[config.mk]
export PLATFORM = sky130hd
export DESIGN_NAME = id_ex_stage_reg
export DESIGN_NICKNAME = d
export VERILOG_FILES = /design/src/rtl/id_ex_pkg.sv /design/src/rtl/ex_class_decode.sv /design/src/rtl/id_ex_stage_reg.sv
export SDC_FILE = /design/constraint.sdc
export NUM_CORES = 1
export LEC_CHECK = 0
export CELL_PAD_IN_SITES_DETAIL_PLACEMENT = 1
export CELL_PAD_IN_SITES_GLOBAL_PLACEMENT = 1
export CORE_MARGIN = 2
export CORE_UTILIZATION = 30
export DETAILED_ROUTE_END_ITERATION = 8
export PLACE_DENSITY = 0.89
export SYNTH_ARGS = -nofsm -noshare
export SYNTH_HDL_FRONTEND = slang
export SYNTH_SLANG_ARGS = --single-unit
[constraint.sdc]
create_clock -name clk -period 3.3 [get_ports clk]
set_clock_uncertainty 0.1 [all_clocks]
set_input_delay 0.99 -clock clk [delete_from_list [all_inputs] [get_ports clk]]
set_output_delay 0.99 -clock clk [all_outputs]
set_load 0.01 [all_outputs]
[src/rtl/id_ex_pkg.sv]
// Shared types for the ID->EX boundary: ALU select, memory op and op-class encodings.
package id_ex_pkg;

    typedef enum logic [1:0] {
        ALU_NOP   = 2'd0,
        ALU_LOGIC = 2'd1,
        ALU_SHIFT = 2'd2,
        ALU_ARITH = 2'd3
    } alusel_t;

    typedef enum logic [1:0] {
        MEM_NOP       = 2'd0,
        MEM_WRITE_REG = 2'd1,
        MEM_LOAD      = 2'd2,
        MEM_STORE     = 2'd3
    } memop_t;

    typedef enum logic [2:0] {
        CLS_NOP   = 3'd0,
        CLS_LOGIC = 3'd1,
        CLS_SHIFT = 3'd2,
        CLS_ARITH = 3'd3,
        CLS_LOAD  = 3'd4,
        CLS_STORE = 3'd5,
        CLS_RSV6  = 3'd6,
        CLS_RSV7  = 3'd7
    } op_class_t;

    localparam int REG_ZERO    = 0;
    localparam int STALL_CNT_W = 16;

endpackage

[src/rtl/ex_class_decode.sv]
// Op class -> {alusel, memop, writeEnable}; shared with the hazard unit.
module ex_class_decode
    import id_ex_pkg::*;
(
    input  op_class_t cls_i,
    output alusel_t   alusel_o,
    output memop_t    memop_o,
    output logic      we_o
);

    always_comb begin
        alusel_o = ALU_NOP;
        memop_o  = MEM_NOP;
        we_o     = 1'b0;
        unique case (cls_i)
            CLS_LOGIC: begin
                alusel_o = ALU_LOGIC;
                memop_o  = MEM_WRITE_REG;
                we_o     = 1'b1;
            end
            CLS_SHIFT: begin
                alusel_o = ALU_SHIFT;
                memop_o  = MEM_WRITE_REG;
                we_o     = 1'b1;
            end
            CLS_ARITH: begin
                alusel_o = ALU_ARITH;
                memop_o  = MEM_WRITE_REG;
                we_o     = 1'b1;
            end
            CLS_LOAD: begin
                alusel_o = ALU_ARITH;
                memop_o  = MEM_LOAD;
                we_o     = 1'b1;
            end
            CLS_STORE: begin
                alusel_o = ALU_ARITH;
                memop_o  = MEM_STORE;
            end
            default: ;
        endcase
    end

endmodule

[src/rtl/id_ex_stage_reg.sv]
// ID->EX pipeline register with valid/ready flow control, flush and stall hold.
// Optional stall counter enabled by ID_EX_STALL_CNT_EN.
module id_ex_stage_reg
    import id_ex_pkg::*;
#(
    parameter int WORD_W     = 32,
    parameter int REG_ADDR_W = 5,
    parameter int OFFSET_W   = 16,
    parameter int EX_OP_W    = 8,
    parameter int CLASS_W    = 3
) (
    input  logic                         clk,
    input  logic                         rst,
    input  logic                         flush,
    input  logic                         id_valid,
    output logic                         id_ready,
    input  logic [EX_OP_W-1:0]           id_exop,
    input  logic [WORD_W-1:0]            id_srcLeft,
    input  logic [WORD_W-1:0]            id_srcRight,
    input  logic [OFFSET_W-1:0]          id_offset,
    input  logic [REG_ADDR_W-1:0]        id_dest,
    input  logic                         ex_ready,
    output logic                         ex_valid,
    output logic [1:0]                   ex_alusel,
    output logic [EX_OP_W-CLASS_W-1:0]   ex_aluop,
    output logic [WORD_W-1:0]            ex_srcLeft,
    output logic [WORD_W-1:0]            ex_srcRight,
    output logic [WORD_W-1:0]            ex_offset,
    output logic [1:0]                   ex_memop,
    output logic [REG_ADDR_W-1:0]        ex_dest,
    output logic                         ex_writeEnable,
    output logic [STALL_CNT_W-1:0]       stall_cycles
);

    localparam int ALUOP_W = EX_OP_W - CLASS_W;

    logic                  accept;
    op_class_t             cls;
    alusel_t               dec_alusel;
    memop_t                dec_memop;
    logic                  dec_we;

    logic                  valid_q, valid_d;
    alusel_t               alusel_q, alusel_d;
    memop_t                memop_q, memop_d;
    logic                  we_q, we_d;
    logic [ALUOP_W-1:0]    aluop_q, aluop_d;
    logic [WORD_W-1:0]     left_q, left_d;
    logic [WORD_W-1:0]     right_q, right_d;
    logic [WORD_W-1:0]     off_q, off_d;
    logic [REG_ADDR_W-1:0] dest_q, dest_d;

    assign id_ready = !valid_q | ex_ready;
    assign accept   = id_valid & id_ready & !flush;
    assign cls      = op_class_t'(id_exop[EX_OP_W-1 -: CLASS_W]);

    ex_class_decode u_dec (
        .cls_i    (cls),
        .alusel_o (dec_alusel),
        .memop_o  (dec_memop),
        .we_o     (dec_we)
    );

    always_comb begin
        valid_d  = valid_q;
        alusel_d = alusel_q;
        memop_d  = memop_q;
        we_d     = we_q;
        aluop_d  = aluop_q;
        left_d   = left_q;
        right_d  = right_q;
        off_d    = off_q;
        dest_d   = dest_q;
        if (flush) begin
            valid_d  = 1'b0;
            alusel_d = ALU_NOP;
            memop_d  = MEM_NOP;
            we_d     = 1'b0;
        end else if (accept) begin
            valid_d  = 1'b1;
            alusel_d = dec_alusel;
            memop_d  = dec_memop;
            // r0 is hardwired; memop still travels for store/load paths
            we_d     = dec_we & (id_dest != REG_ADDR_W'(REG_ZERO));
            aluop_d  = id_exop[ALUOP_W-1:0];
            left_d   = id_srcLeft;
            right_d  = id_srcRight;
            off_d    = WORD_W'($signed(id_offset));
            dest_d   = id_dest;
        end else if (valid_q & ex_ready) begin
            valid_d  = 1'b0;
            alusel_d = ALU_NOP;
            memop_d  = MEM_NOP;
            we_d     = 1'b0;
        end
    end

    always_ff @(posedge clk) begin
        if (rst) begin
            valid_q  <= 1'b0;
            alusel_q <= ALU_NOP;
            memop_q  <= MEM_NOP;
            we_q     <= 1'b0;
            aluop_q  <= '0;
            left_q   <= '0;
            right_q  <= '0;
            off_q    <= '0;
            dest_q   <= '0;
        end else begin
            valid_q  <= valid_d;
            alusel_q <= alusel_d;
            memop_q  <= memop_d;
            we_q     <= we_d;
            aluop_q  <= aluop_d;
            left_q   <= left_d;
            right_q  <= right_d;
            off_q    <= off_d;
            dest_q   <= dest_d;
        end
    end

`ifdef ID_EX_STALL_CNT_EN
    logic [STALL_CNT_W-1:0] stall_q, stall_d;

    always_comb begin
        stall_d = stall_q;
        if (valid_q && !ex_ready && stall_q != '1) begin
            stall_d = stall_q + 1'b1;
        end
    end

    always_ff @(posedge clk) begin
        if (rst) begin
            stall_q <= '0;
        end else begin
            stall_q <= stall_d;
        end
    end

    assign stall_cycles = stall_q;
`else
    assign stall_cycles = '0;
`endif

    assign ex_valid       = valid_q;
    assign ex_alusel      = alusel_q;
    assign ex_memop       = memop_q;
    assign ex_writeEnable = we_q;
    assign ex_aluop       = aluop_q;
    assign ex_srcLeft     = left_q;
    assign ex_srcRight    = right_q;
    assign ex_offset      = off_q;
    assign ex_dest        = dest_q;

endmodule

; Word level (Yosys, flattened, before mapping)
; Index checks and enable logic that the tools add are counted.
[totals]
regBits = 96
latchBits = 0
ram_bits = 0
mem_bits_ro = 0
output_inout_bits = 129
wordCells = 38
mem_count = 0
[op_classes]
n_addsub = 0
multipliers = 0
div_mod_pow = 0
n_lt_le_gt_ge = 0
n_eq_ne = 5
shifts = 0
mux = 9
n_bitwise = 6
reduce_logical = 9
[ops]
columns = op, count
row1 = 2-bit case mux with 3 select lines, 2
row2 = 3-bit by 2-bit equality test with 1-bit output (second input constant), 2
row3 = 3-bit equality test (second input constant), 2
row4 = 2-bit two-way mux, 3
row5 = 3-bit OR reduction, 2
row6 = 5-bit nonzero test, 1
row7 = 1-bit bitwise AND, 4
row8 = 1-bit two-way mux, 4
row9 = 4-bit OR reduction, 1
row10 = 3-bit by 1-bit equality test with 1-bit output (second input constant), 1
row11 = 1-bit logical NOT, 2
row12 = 2-bit AND reduction, 1
row13 = 2-bit nonzero test, 1
row14 = 2-bit OR reduction, 1
row15 = 1-bit NOT, 1
row16 = 1-bit bitwise OR, 1

; Depth between registers and ports, before layout
[depth]
depth_word = 5
mapped_depth = 7
depth_no_buf = 4

; Hierarchy
; From an unflattened synthesis, not the netlist that was laid out.
[hier_totals]
cells_unflattened = 485
area_unflattened_um2 = 4554.4
[modules_own_cells]
columns = module, n_inst, cells_per_inst, area_per_inst_um2, seq_area_each_um2
row1 = id_ex_stage_reg, 1, 477, 4505.6, 1921.8
row2 = ex_class_decode, 1, 8, 48.8, 0.0

; Least setup slack after synthesis
; Ideal clock, no wire load.
[synth_path]
kind = input-to-output
start = in ex_ready
end = out id_ready
arrival_time_ns = 1.437
required_time_ns = 2.210
setup_slack_ns = 0.773
cell_stages = 4
n_path_buf = 2
cell_sequence = nor2b_4 buf_6 inv_4 buf_2
[synth_between]
elab_chain_len = 1
[synth_rtl]
columns = element, line
row1 = from (decl), id_ex_stage_reg.sv:22  ; input logic ex_ready,
row2 = 1-bit bitwise OR, id_ex_stage_reg.sv:53  ; assign id_ready = !valid_q | ex_ready;
row3 = to (decl), id_ex_stage_reg.sv:16  ; output logic id_ready,
; No other way between the ends.

; Final worst setup path
; Ends and elaborated chain as after synthesis.

==> summary.md <==
| Metric | Value |
|---|---|
| CP Launch Point | ex_ready |
| Post-synth top flop | dfxtp_1 |
| Final worst path period need | 3.26 ns |
| Crit-path max FO | 2 |
| Syn avg cell area | 9.39 sq um |
| Layout cells sized above 1 | 0.202 |
| Net Sw Frac | 0.243 |
| Global-route wire length before repair | 23400 microns |
| Min-delay worst type | register to register |
| DRT antenna net count | 0 |
| Switching pwr | 0.693 mW |
| Crit path max-delay cell type | clkdlybuf4s50_1 |
| Slew HR | 0.435 |
| Initial antenna violation count | 0 |
| Clk Latency, worst-skew pair | 0.34 ns |
| CP Capture Type | primary output |
| Worst path max stage delay | 0.53 ns |
| Worst Slack Setup Final | 0.0390 ns |
| Hold Startpoint | ex_alusel[0]$_SDFFE_PP0P_ |
| Detail Route met2 WL | 7370 microns |
| Hold Vio Cnt, Final | 0 |
| Post-synthesis mux area share | 0 |
| Die Y | 127 microns |
| Power per standard cell area | 425 mW/mm^2 |
| Vias per cell | 5.06 |
| Placed cell area | 0.00641 sq mm |
| Post-CTS setup repair buffer count | 0 |
| Post-Synthesis Cells | 481 |
| Starting DRT DRC Count | 214 |
| Site Rows | 44 |
| CTS H-tree lvls | 3 |
| Crit start category | input pin |
| CTS Buf Count | 9 |
| Die W | 127 microns |
| Synth top area cells | dfxtp_1 (43%), nand3_2 (11%), o21ai_0 (10%) |
| CTS tree | built |
| Post-CTS Hold Buffers | 0 |
| Synth Register Bits | 96 |
| Remaining global-route overflow | 0 |
| Netlist cell types | 28 |
| Area Growth Syn to Fin | 48.9% |
| RSZ-0062 raised after global routing | false |
| IO Port Bufs | 210 |
| Cell-internal power | 2.16 mW |
| VDD IR-drop max | 0.216 mV |
| Synth Area in Adders | 0.00277 |
| Most frequent cell after synthesis | dfxtp_1 |
| Initial Utilization | 0.308 |
| Post-synth EDFFs | 0 |
| Largest net degree at the start of global routing | 93 |
| Post-synth top cells | dfxtp_1 (96), o21ai_0 (91), a21oi_2 (51) |
| CTS root buffer | clkbuf_16 |
| Top layer reached by signal wires | met4 |
| Drt pass-1 iters | 4 |
| Largest area contributor in the netlist | dfxtp_1 |
| Critical path buffers and inverters | 3 |
| DRC | 0 |
| Reg-to-Reg Start | ex_valid$_SDFFE_PP0P_ |
| Synth Area in XOR/XNOR | 0 |
| Finished Cell Area | 0.00672 sq mm |
| DR WL met3 | 937 microns |
| Post-CTS resize count | 0 |
| Seq/Total Area, Yosys | 0.425 |
| Crit path DAT | 2.17 ns |
| WS Path Type | input pin to primary output |
| Status | finished clean |
| Ant diodes | 0 |
| Asr flop ratio synth | 0 |
| Final #Nets | 744 |
| Crit-path cells | clkdlybuf4s50_1 > nor2b_4 > inv_4 > clkdlybuf4s50_1 |
| Delay-heaviest family, CP | buffers and inverters |
| Setup TNS | 0 ns |
| MaxCap Viol Count | 0 |
| Post-synthesis compound-gate area fraction | 0.254 |
| Fillers | 1651 |
| Clock power share | 0.390 |
| Core footprint | 0.0146 sq mm |
| CP most frequent cell | clkdlybuf4s50_1 |
| Clock transition at path regs | 0.06 ns |
| Vias in the first global route | 4413 |
| Final core occ | 0.459 |
| Ratio of final minimum period to clock period | 0.988 |
| Longest Clk Path Bufs | 2 |
| Clock sink total | 96 |
| Routed via count | 4219 |
| IO Pins | 227 |
| Die area | 0.0161 sq mm |
| Pre-CTS setup slack | -0.126 ns |
| Yosys warning count | 0 |
| Gpl congestion | 0.713 |
| Yosys top cell area share | 0.425 |
| F_max | 0.307 GHz |
| Gr usage total | 0.181 |
| Least-Margin Pin Slew | 0.848 ns |
| Pins Over Slew Limit | 0 |
| CP required | 2.21 ns |
| Final setup fails | 0 |
| Synthesized cell area | 0.00452 sq mm |
| Average wire per standard cell | 17.8 microns |
| Met1 wire length | 6320 microns |
| Simple-gate share of the synthesized area | 0.183 |
| Largest family of logic cells by synthesized area | compound AO/OA/AOI/OAI gates |
| Hpwl dp | 10300 microns |
| Register share of total power | 0.434 |
| Post-Route WL | 14900 microns |
| Comb pwr share | 0.175 |
| Pleak | 2.19 nW |
## per-stage QoR
step,power (mW),hold slack [ns],instances
finish,2.86,0.375,834
floorplan,1.51,0.384,496
CTS,2.90,0.374,834
detailed placement,1.77,0.365,818
global route,2.99,0.390,834
global placement,1.75,0.359,818
## layout by cell type, fill, tap and decap left out, types with 9 or more instances in the layout
master / n
nand3_1: 46
a21oi_1: 43
clkdlybuf4s50_1: 209
nand3_2: 50
buf_4: 9
dfxtp_1: 96
a21oi_2: 51
o21ai_0: 91
conb_1: 16
clkbuf_16: 9
## sequential cells by signal, indices dropped and copies added (netlist names)
signal,cells
ex_offset,16
ex_writeEnable,1
ex_srcLeft,32
ex_alusel,2
ex_dest,5
ex_valid,1
ex_aluop,5
ex_srcRight,32
ex_memop,2
## power groups by stage
stage          Combinational (mW)  Sequential (mW)  Clock (mW)
2_1_floorplan               0.221             1.29           0
3_3_place_gp                0.487             1.26           0
3_5_place_dp                0.501             1.27           0
4_1_cts                     0.505             1.24        1.16
5_1_grt                     0.537             1.25        1.20
6_report                    0.501             1.24        1.12
## layout make-up
cell class / instances / area (sq um) / area share
sequential: 96 / 1920 / 0.286
clock buffer: 13 / 250 / 0.0372
timing repair buffer: 220 / 2200 / 0.327
inverter: 2 / 10.0 / 0.00149
clock inverter: 3 / 65.1 / 0.00968
multi-input combinational: 316 / 2050 / 0.304
tap: 184 / 230 / 0.0342
## routing by layer
| layer | up-vias | GRT usage |
|---|---|---|
| met3 | 20 | 0.0481 |
| li1 | 1982 | - |
| met5 | - | 0 |
| met2 | 150 | 0.309 |
| met4 | 0 | 0.0633 |
| met1 | 2067 | 0.222 |
## path summary, 6_finish.rpt
| path | end | slack [ns] | cells past startpoint |
|---|---|---|---|
| worst max register to register | ex_aluop[4]$_SDFFE_PP0P_ | 0.95 | 6 |
| worst min register to register | ex_alusel[0]$_SDFFE_PP0P_ | 0.37 | 2 |
| worst max-delay path | id_ready | 0.04 | 4 |
| worst min-delay path | ex_alusel[0]$_SDFFE_PP0P_ | 0.37 | 2 |
## tightest hold or removal path, stage by stage (launching register included)
cell	delay, ns
dfxtp_1	0.31
nand3_1	0.06
a21oi_1	0.05
## kinds of logic (layout without fill, tap and decap cells)
logic type                 Yosys count  count (layout)
adders and majority gates            1               1
AOI/OAI and AO/OA                  189             189
buffers and inverters               84             238
and+or+nand+nor                    110             110
DFF                                 96              96
other                                1              16
No activity file was read; power rests on OpenSTA's default activity.
